**config.mk**
```make
export PLATFORM = sky130hd
export DESIGN_NAME = stopwatch_counter_flat
export DESIGN_NICKNAME = d
export VERILOG_FILES = /design/src/rtl/stopwatch_pkg.sv /design/src/rtl/stopwatch_counter_if.sv /design/src/rtl/stopwatch_counter_bcd_mod60.sv /design/src/rtl/stopwatch_counter.sv /design/src/flat_wrapper.sv
export SDC_FILE = /design/constraint.sdc
export NUM_CORES = 1
export LEC_CHECK = 0
export ABC_CLOCK_PERIOD_IN_PS = 2100
export CAP_MARGIN = 20
export CORE_UTILIZATION = 49
export DETAILED_ROUTE_END_ITERATION = 10
export PLACE_DENSITY = 0.74
export SYNTH_ARGS = -nofsm -noshare
export SYNTH_HDL_FRONTEND = slang
export SYNTH_SLANG_ARGS = --single-unit
```
**constraint.sdc**
```tcl
create_clock -name clk -period 2.1 [get_ports clk]
set_clock_uncertainty 0.1 [all_clocks]
set_input_delay 0.42 -clock clk [delete_from_list [all_inputs] [get_ports clk]]
set_output_delay 0.42 -clock clk [all_outputs]
set_load 0.005 [all_outputs]
```
**src/rtl/stopwatch_pkg.sv**
```systemverilog
// Shared constants and types for the stopwatch counter: BCD limits, FSM
// state encoding and adjust-field select values.
package stopwatch_pkg;

    localparam int DIGIT_W = 4;

    typedef logic [DIGIT_W-1:0] bcd_t;

    localparam bcd_t SEC_TENS_MAX = 4'd5;
    localparam bcd_t MIN_TENS_MAX = 4'd5;
    localparam bcd_t ONES_MAX     = 4'd9;

    typedef enum logic {
        RUN    = 1'b0,
        PAUSED = 1'b1
    } state_t;

    localparam logic SEL_MIN = 1'b0;
    localparam logic SEL_SEC = 1'b1;

endpackage

```
**src/rtl/stopwatch_counter_if.sv**
```systemverilog
// Control inputs and display outputs of the stopwatch counter. The master side
// (tick selector / buttons / display) drives the controls; the slave side is
// the counter itself.
interface stopwatch_counter_if;
    import stopwatch_pkg::*;

    logic tick_in;
    logic adj;
    logic sel;
    logic pause_pulse;
    bcd_t min_tens;
    bcd_t min_ones;
    bcd_t sec_tens;
    bcd_t sec_ones;
    logic paused;
    logic rollover;

    modport master (
        output tick_in, adj, sel, pause_pulse,
        input  min_tens, min_ones, sec_tens, sec_ones, paused, rollover
    );

    modport slave (
        input  tick_in, adj, sel, pause_pulse,
        output min_tens, min_ones, sec_tens, sec_ones, paused, rollover
    );

endinterface

```
**src/rtl/stopwatch_counter_bcd_mod60.sv**
```systemverilog
// Two-digit BCD counter 00..59. wrap is combinational so the caller can carry
// into the next field on the same edge.
module bcd_mod60
    import stopwatch_pkg::*;
#(
    parameter bcd_t TENS_MAX = SEC_TENS_MAX
) (
    input  logic clk,
    input  logic rst_n,
    input  logic inc,
    output bcd_t tens,
    output bcd_t ones,
    output logic wrap
);

    bcd_t r_tens;
    bcd_t r_ones;
    logic w_at_max;

    assign w_at_max = (r_tens >= TENS_MAX) && (r_ones >= ONES_MAX);
    assign wrap     = inc && w_at_max;
    assign tens     = r_tens;
    assign ones     = r_ones;

    // Ones count 0..9 and carry into tens; tens wrap to 0 past TENS_MAX.
    always_ff @(posedge clk or negedge rst_n) begin
        if (!rst_n) begin
            r_tens <= '0;
            r_ones <= '0;
        end else if (inc) begin
            if (r_ones >= ONES_MAX) begin
                r_ones <= '0;
                r_tens <= (r_tens >= TENS_MAX) ? '0 : r_tens + 4'd1;
            end else begin
                r_ones <= r_ones + 4'd1;
            end
        end
    end

endmodule

```
**src/rtl/stopwatch_counter.sv**
```systemverilog
// Stopwatch MM:SS BCD counter. Counts rising edges of the slow tick in normal
// mode, steps a single field in adjust mode, and toggles RUN/PAUSED on
// pause_pulse. Define STOPWATCH_TICK_SYNC_EN to pass tick_in through a
// 2-flop synchroniser before edge detection.
module stopwatch_counter
    import stopwatch_pkg::*;
(
    input  logic                 clk,
    input  logic                 rst_n,
    stopwatch_counter_if.slave   bus
);

    logic   w_tick;
    logic   w_tick_vld;
    logic   r_tick_d;
    logic   r_armed;
    logic   w_tick_ev;
    state_t r_state;
    state_t w_state_nxt;
    logic   w_sec_inc;
    logic   w_min_inc;
    logic   w_sec_wrap;
    logic   w_min_wrap;
    logic   r_rollover;
    bcd_t   w_sec_tens;
    bcd_t   w_sec_ones;
    bcd_t   w_min_tens;
    bcd_t   w_min_ones;

`ifdef STOPWATCH_TICK_SYNC_EN
    logic [1:0] r_sync;
    logic [1:0] r_vld_pipe;

    // Two-flop synchroniser; the valid pipe marks when its output holds a real
    // post-reset sample so reset-value zeros cannot arm edge detection.
    always_ff @(posedge clk or negedge rst_n) begin
        if (!rst_n) begin
            r_sync     <= '0;
            r_vld_pipe <= '0;
        end else begin
            r_sync     <= {r_sync[0], bus.tick_in};
            r_vld_pipe <= {r_vld_pipe[0], 1'b1};
        end
    end

    assign w_tick     = r_sync[1];
    assign w_tick_vld = r_vld_pipe[1];
`else
    assign w_tick     = bus.tick_in;
    assign w_tick_vld = 1'b1;
`endif

    // Delayed copy for edge detect; arm only once a genuine low has been seen.
    always_ff @(posedge clk or negedge rst_n) begin
        if (!rst_n) begin
            r_tick_d <= 1'b0;
            r_armed  <= 1'b0;
        end else begin
            r_tick_d <= w_tick & w_tick_vld;
            r_armed  <= r_armed | (w_tick_vld & ~w_tick);
        end
    end

    assign w_tick_ev = w_tick & w_tick_vld & ~r_tick_d & r_armed;

    // FSM state register.
    always_ff @(posedge clk or negedge rst_n) begin
        if (!rst_n) r_state <= RUN;
        else        r_state <= w_state_nxt;
    end

    // Next state: pause_pulse toggles regardless of mode.
    always_comb begin
        w_state_nxt = r_state;
        if (bus.pause_pulse) begin
            case (r_state)
                RUN:     w_state_nxt = PAUSED;
                PAUSED:  w_state_nxt = RUN;
                default: w_state_nxt = RUN;
            endcase
        end
    end

    // Increment gating uses the pre-toggle state, so a coincident pulse and
    // tick is judged by the state the tick arrived in.
    assign w_sec_inc = w_tick_ev & (bus.adj ? (bus.sel == SEL_SEC) : (r_state == RUN));
    assign w_min_inc = w_tick_ev & (bus.adj ? (bus.sel == SEL_MIN)
                                            : ((r_state == RUN) & w_sec_wrap));

    bcd_mod60 #(.TENS_MAX(SEC_TENS_MAX)) u_sec (
        .clk   (clk),
        .rst_n (rst_n),
        .inc   (w_sec_inc),
        .tens  (w_sec_tens),
        .ones  (w_sec_ones),
        .wrap  (w_sec_wrap)
    );

    bcd_mod60 #(.TENS_MAX(MIN_TENS_MAX)) u_min (
        .clk   (clk),
        .rst_n (rst_n),
        .inc   (w_min_inc),
        .tens  (w_min_tens),
        .ones  (w_min_ones),
        .wrap  (w_min_wrap)
    );

    // Minutes can only wrap by carry in normal mode, which is the 59:59 rollover.
    always_ff @(posedge clk or negedge rst_n) begin
        if (!rst_n) r_rollover <= 1'b0;
        else        r_rollover <= ~bus.adj & w_min_wrap;
    end

    assign bus.min_tens = w_min_tens;
    assign bus.min_ones = w_min_ones;
    assign bus.sec_tens = w_sec_tens;
    assign bus.sec_ones = w_sec_ones;
    assign bus.paused   = (r_state == PAUSED);
    assign bus.rollover = r_rollover;

endmodule

```
**src/flat_wrapper.sv**
```systemverilog
// flat-port wrapper written by rule: the top's interface ports become plain ports
module stopwatch_counter_flat import stopwatch_pkg::*;
  (clk, rst_n, bus_tick_in, bus_adj, bus_sel, bus_pause_pulse, bus_min_tens, bus_min_ones, bus_sec_tens, bus_sec_ones, bus_paused, bus_rollover);
  stopwatch_counter_if bus_i ();
  input  logic clk;
  input  logic rst_n;
  input wire logic [$bits(bus_i.tick_in)-1:0] bus_tick_in;
  input wire logic [$bits(bus_i.adj)-1:0] bus_adj;
  input wire logic [$bits(bus_i.sel)-1:0] bus_sel;
  input wire logic [$bits(bus_i.pause_pulse)-1:0] bus_pause_pulse;
  output wire logic [$bits(bus_i.min_tens)-1:0] bus_min_tens;
  output wire logic [$bits(bus_i.min_ones)-1:0] bus_min_ones;
  output wire logic [$bits(bus_i.sec_tens)-1:0] bus_sec_tens;
  output wire logic [$bits(bus_i.sec_ones)-1:0] bus_sec_ones;
  output wire logic [$bits(bus_i.paused)-1:0] bus_paused;
  output wire logic [$bits(bus_i.rollover)-1:0] bus_rollover;
  assign bus_i.tick_in = bus_tick_in;
  assign bus_i.adj = bus_adj;
  assign bus_i.sel = bus_sel;
  assign bus_i.pause_pulse = bus_pause_pulse;
  assign bus_min_tens = bus_i.min_tens;
  assign bus_min_ones = bus_i.min_ones;
  assign bus_sec_tens = bus_i.sec_tens;
  assign bus_sec_ones = bus_i.sec_ones;
  assign bus_paused = bus_i.paused;
  assign bus_rollover = bus_i.rollover;
  stopwatch_counter u_core (.clk(clk), .rst_n(rst_n), .bus(bus_i));
endmodule
```
==> report_table.html <==
<table>
<tr><th>Metric</th><th>Value</th></tr>
<tr><th colspan="2">Yosys</th></tr>
<tr><td>Seq/Total Area, Yosys</td><td>0.444</td></tr>
<tr><td>Dominant cell by count in the synthesized netlist</td><td>sky130_fd_sc_hd__dfrtp_1</td></tr>
<tr><td>Top post-synthesis cells by count</td><td>20 x sky130_fd_sc_hd__dfrtp_1, 12 x sky130_fd_sc_hd__ha_1, 11 x sky130_fd_sc_hd__nand2_1, 10 x sky130_fd_sc_hd__inv_1, 7 x sky130_fd_sc_hd__o21ai_0</td></tr>
<tr><td>Post-synth net total</td><td>125</td></tr>
<tr><td>Most common flop cell mapped by yosys</td><td>sky130_fd_sc_hd__dfrtp_1</td></tr>
<tr><td>Post-synthesis instance total</td><td>107</td></tr>
<tr><td>Post-synthesis cell type count</td><td>34</td></tr>
<tr><td>Number of synthesized flops with an enable pin</td><td>0</td></tr>
<tr><td>Proportion of netlist area held by the largest area contributor</td><td>0.444</td></tr>
<tr><td>Library cell occupying the most area in the post-synthesis netlist</td><td>sky130_fd_sc_hd__dfrtp_1</td></tr>
<tr><td>Netlist area before placement</td><td>1130 sq um</td></tr>
<tr><td>Number of warnings printed during yosys synthesis</td><td>0</td></tr>
<tr><td>Synthesized area divided by synthesized cell count</td><td>10.5 sq um</td></tr>
<tr><td>Synth async-reset ratio</td><td>1.00</td></tr>
<tr><td>Main area contributors after synthesis</td><td>sky130_fd_sc_hd__dfrtp_1 44%, sky130_fd_sc_hd__ha_1 13%, sky130_fd_sc_hd__nand2_1 3.7%</td></tr>
<tr><td>Flop and latch count out of synthesis</td><td>20</td></tr>
<tr><th colspan="2">Die</th></tr>
<tr><td>Row Count</td><td>17</td></tr>
<tr><td>Total die area</td><td>2500 sq um</td></tr>
<tr><td>Width of the chip</td><td>50.0 microns</td></tr>
<tr><td>I/O Pins</td><td>24</td></tr>
<tr><td>Effective utilization at floorplan</td><td>0.515</td></tr>
<tr><td>Area of the core region</td><td>approximately 2200 sq um</td></tr>
<tr><td>Die Y</td><td>between 40 and 50 microns</td></tr>
<tr><th colspan="2">Detailed routing</th></tr>
<tr><td>Avg Vias per Cell</td><td>5.31</td></tr>
<tr><td>Antenna-violating nets left</td><td>0</td></tr>
<tr><td>Total DRC errors in the routed layout</td><td>0</td></tr>
<tr><td>Total wire length after detailed routing</td><td>1970 microns</td></tr>
<tr><td>Total via count after detailed routing</td><td>871</td></tr>
<tr><td>Initial detailed-routing violation count</td><td>9</td></tr>
<tr><td>Avg WL per Cell</td><td>12.0 microns</td></tr>
<tr><td>Drt first pass iters</td><td>4</td></tr>
<tr><th colspan="2">Global routing</th></tr>
<tr><td>Overall Global Routing Usage</td><td>0.193</td></tr>
<tr><td>Overflow left after global routing</td><td>0</td></tr>
<tr><td>Via count of the first global-routing pass</td><td>900</td></tr>
<tr><td>Wire length of the first global-routing pass</td><td>~3600 microns</td></tr>
<tr><td>Largest net degree at the start of global routing</td><td>21</td></tr>
<tr><td>Antenna violations before repair</td><td>0</td></tr>
<tr><th colspan="2">Worst setup path</th></tr>
<tr><td>Top cell family by delay on the critical path</td><td>compound AO/OA/AOI/OAI gates</td></tr>
<tr><td>R2r startpoint</td><td>u_core.u_sec.ones[1]</td></tr>
<tr><td>Critical Path, Cell by Cell</td><td>inv_1 &gt; ha_1 &gt; or3b_4 &gt; a31oi_4 &gt; nor3_4 &gt; a41o_1 &gt; a21o_1</td></tr>
<tr><td>Maximum fanout encountered on the critical timing path</td><td>6</td></tr>
<tr><td>Category of the most critical setup path</td><td>register to register</td></tr>
<tr><td>Slowest-stage cell, CP</td><td>sky130_fd_sc_hd__dfrtp_1</td></tr>
<tr><td>Number of cells traversed by the worst register-to-register path</td><td>7</td></tr>
<tr><td>Delay of the slowest critical-path stage</td><td>slightly above 0.4 ns</td></tr>
<tr><td>Startpoint kind of the worst setup timing path</td><td>register</td></tr>
<tr><td>Kind of capture point of the worst setup path</td><td>register</td></tr>
<tr><td>Arr. time, crit path</td><td>2.05 ns</td></tr>
<tr><td>Crit path buf inv count</td><td>1</td></tr>
<tr><td>R2R Path End</td><td>u_core.u_min.tens[2]</td></tr>
<tr><td>Worst reg2reg setup slack</td><td>0.15 ns</td></tr>
<tr><td>Critical Path RT</td><td>2.20 ns</td></tr>
<tr><th colspan="2">Power</th></tr>
<tr><td>Part of the power in the clock network</td><td>0.131</td></tr>
<tr><td>Peak supply drop</td><td>638 uV</td></tr>
<tr><td>Share of total power consumed by net switching</td><td>0.356</td></tr>
<tr><td>Switch Pwr</td><td>around 480 uW</td></tr>
<tr><td>Pwr per Cell Area</td><td>937 nW/um^2</td></tr>
<tr><td>Leak Pwr</td><td>0.674 nW</td></tr>
<tr><td>Seq pwr share</td><td>0.459</td></tr>
<tr><td>Overall power consumption</td><td>1.35 mW</td></tr>
<tr><td>Internal power</td><td>870 uW</td></tr>
<tr><td>Relative contribution of combinational cells to total power</td><td>0.410</td></tr>
<tr><th colspan="2">STA</th></tr>
<tr><td>Transition time at the pin with the least slew margin</td><td>0.470 ns</td></tr>
<tr><td>Achievable frequency</td><td>514 MHz</td></tr>
<tr><td># setup viols final</td><td>0</td></tr>
<tr><td>Final hold violation count</td><td>0</td></tr>
<tr><td>Post-layout min period</td><td>1.95 ns</td></tr>
<tr><td>Relative slew slack</td><td>0.686</td></tr>
<tr><td>Worst hold margin</td><td>0.350 ns</td></tr>
<tr><td>Pins over their slew limit</td><td>0</td></tr>
<tr><td>Setup repair after global routing missed its margin</td><td>no</td></tr>
<tr><td>Post-route setup TNS</td><td>0 ns</td></tr>
<tr><td>Final worst path period share</td><td>0.926</td></tr>
<tr><th colspan="2">Placed design</th></tr>
<tr><td>Final weighted congestion in routability-driven placement</td><td>0.762</td></tr>
<tr><td>Number of buffer cells added on primary ports</td><td>23</td></tr>
<tr><td>Post-detailed-placement half-perimeter wirelength</td><td>1460 microns</td></tr>
<tr><td>Instance count after placement with tap cells included</td><td>161</td></tr>
<tr><th colspan="2">Status</th></tr>
<tr><td>Run status</td><td>finished, final reports clean</td></tr>
<tr><th colspan="2">Clock tree</th></tr>
<tr><td>Clock transition at the register clock pins on the worst setup and hold paths after CTS</td><td>0.11 ns</td></tr>
<tr><td>TritonCTS clock tree</td><td>yes</td></tr>
<tr><td>Clock buffer count from CTS</td><td>3</td></tr>
<tr><td>Clock root buffer</td><td>sky130_fd_sc_hd__clkbuf_4</td></tr>
<tr><td>Cts hold-fix bufs</td><td>0</td></tr>
<tr><td>Sinks on the clock net</td><td>20</td></tr>
<tr><td>Quantity of gates resized following cts</td><td>0</td></tr>
<tr><td>Worst-case clock buffer depth</td><td>2</td></tr>
<tr><td>H-tree depth</td><td>1</td></tr>
<tr><td>Setup Fix Bufs, Post-CTS</td><td>0</td></tr>
<tr><td>Clock latency on the worst-skew pair</td><td>approximately 0.3 ns</td></tr>
<tr><th colspan="2">Min path</th></tr>
<tr><td>Kind of path behind the tightest hold check</td><td>input pin to asynchronous set/reset pin</td></tr>
<tr><th colspan="2">Run</th></tr>
<tr><td>Max Cap Violations</td><td>0</td></tr>
<tr><th colspan="2">Cells and area</th></tr>
<tr><td>Utilization after layout</td><td>0.657</td></tr>
<tr><td>Post-route insts no fill</td><td>164</td></tr>
<tr><td>Nets</td><td>156</td></tr>
<tr><td>Share of post-route cells with drive strength above 1</td><td>0.125</td></tr>
<tr><td>Area Overhead vs Synth</td><td>27.7%</td></tr>
<tr><td>Antenna cell count</td><td>0</td></tr>
</table>
-- cell type report --
cell class,count,area (sq um)
timing repair buffer,27,260
tap,28,35.0
sequential,20,500
multi-input combinational,76,584
fill,187,751
inverter,10,37.5
clock buffer,3,22.5
-- layer usage --
layer  vias to the layer above  share of wire  wire length (microns)  track usage
met1                       412           0.50                    978        0.241
met3                         6          0.035                     70       0.0340
met4                         0          0.027                     53        0.114
met2                        24           0.44                    870        0.309
li1                        429              -                      -            -
met5                         -              0                      0            0
-- worst max path at each step --
stage | from | to | slack (ns) | cells after the start
6_report | u_core.u_sec.ones[1] | u_core.u_min.tens[2] | 0.15 | 7
3_5_place_dp | bus_tick_in | u_core.u_min.tens[2] | 0.04 | 5
5_1_grt | u_core.u_sec.ones[0] | u_core.u_min.tens[2] | 0.08 | 7
2_1_floorplan | u_core.u_sec.ones[1] | u_core.u_min.tens[2] | 0.23 | 7
4_1_cts | u_core.u_sec.ones[1] | u_core.u_min.tens[2] | 0.15 | 7
3_3_place_gp | bus_adj | u_core.u_min.tens[2] | 0.06 | 6
-- kinds of logic after synthesis --
| logic type | share of synthesized area |
|---|---|
| buffers and inverters | 0.0377 |
| AO/OA/AOI/OAI | 0.161 |
| XOR/XNOR | 0.00777 |
| adder cells (fa/ha/maj) | 0.133 |
| multiplexers | 0.0366 |
| flip-flops | 0.444 |
| AND/OR/NAND/NOR | 0.180 |
-- worst reg2reg max path, stage by stage (launching register included) --
cell	delay (ns)
sky130_fd_sc_hd__dfrtp_1	0.41
sky130_fd_sc_hd__inv_1	0.09
sky130_fd_sc_hd__ha_1	0.18
sky130_fd_sc_hd__or3b_4	0.41
sky130_fd_sc_hd__a31oi_4	0.19
sky130_fd_sc_hd__nor3_4	0.08
sky130_fd_sc_hd__a41o_1	0.24
sky130_fd_sc_hd__a21o_1	0.15
-- flip-flops by register name, indices dropped and copies added (netlist names) --
register	flops
u_core.bus.paused	1
u_core.r_tick_d	1
u_core.r_armed	1
u_core.u_min.ones	4
u_core.u_sec.ones	4
u_core.u_sec.tens	4
u_core.bus.rollover	1
u_core.u_min.tens	4
-- through the flow --
| stage | instance area, sq um | worst slack (ns) |
|---|---|---|
| 2_1_floorplan | 1130 | 0.228 |
| 3_3_place_gp | 1420 | 0.0592 |
| 3_5_place_dp | 1420 | 0.0407 |
| 4_1_cts | 1440 | 0.151 |
| 5_1_grt | 1440 | 0.0762 |
| 6_report | 1440 | 0.155 |
-- power by group through the flow --
stage	registers (mW)	logic (mW)	clock network (mW)
6_report	0.619	0.554	0.177
5_1_grt	0.638	0.644	0.196
4_1_cts	0.619	0.561	0.180
3_5_place_dp	0.625	0.557	0
3_3_place_gp	0.621	0.549	0
2_1_floorplan	0.609	0.290	0
-- cells in the final DEF (no fill, tap or decap), drive strengths merged --
| master | instances |
|---|---|
| nor4b | 1 |
| mux2i | 3 |
| clkdlybuf4s50 | 23 |
| nor2 | 5 |
| a211oi | 2 |
| a41o | 1 |
| dfrtp | 20 |
| nor3b | 1 |
| and2 | 1 |
| nand4 | 3 |
| a31oi | 1 |
| xor2 | 1 |
| mux2 | 1 |
| o21ai | 11 |
| clkbuf | 3 |
| buf | 4 |
| nor3 | 2 |
| ha | 12 |
| or3b | 1 |
| a21boi | 1 |
| and2b | 1 |
| nor2b | 1 |
| nand2 | 12 |
| nand3 | 1 |
| a21oi | 4 |
| a21o | 1 |
| a211o | 1 |
| inv | 10 |
| a41oi | 2 |
| nand3b | 2 |
| nand2b | 3 |
| a22o | 1 |
(Power assumes the default switching activity.)
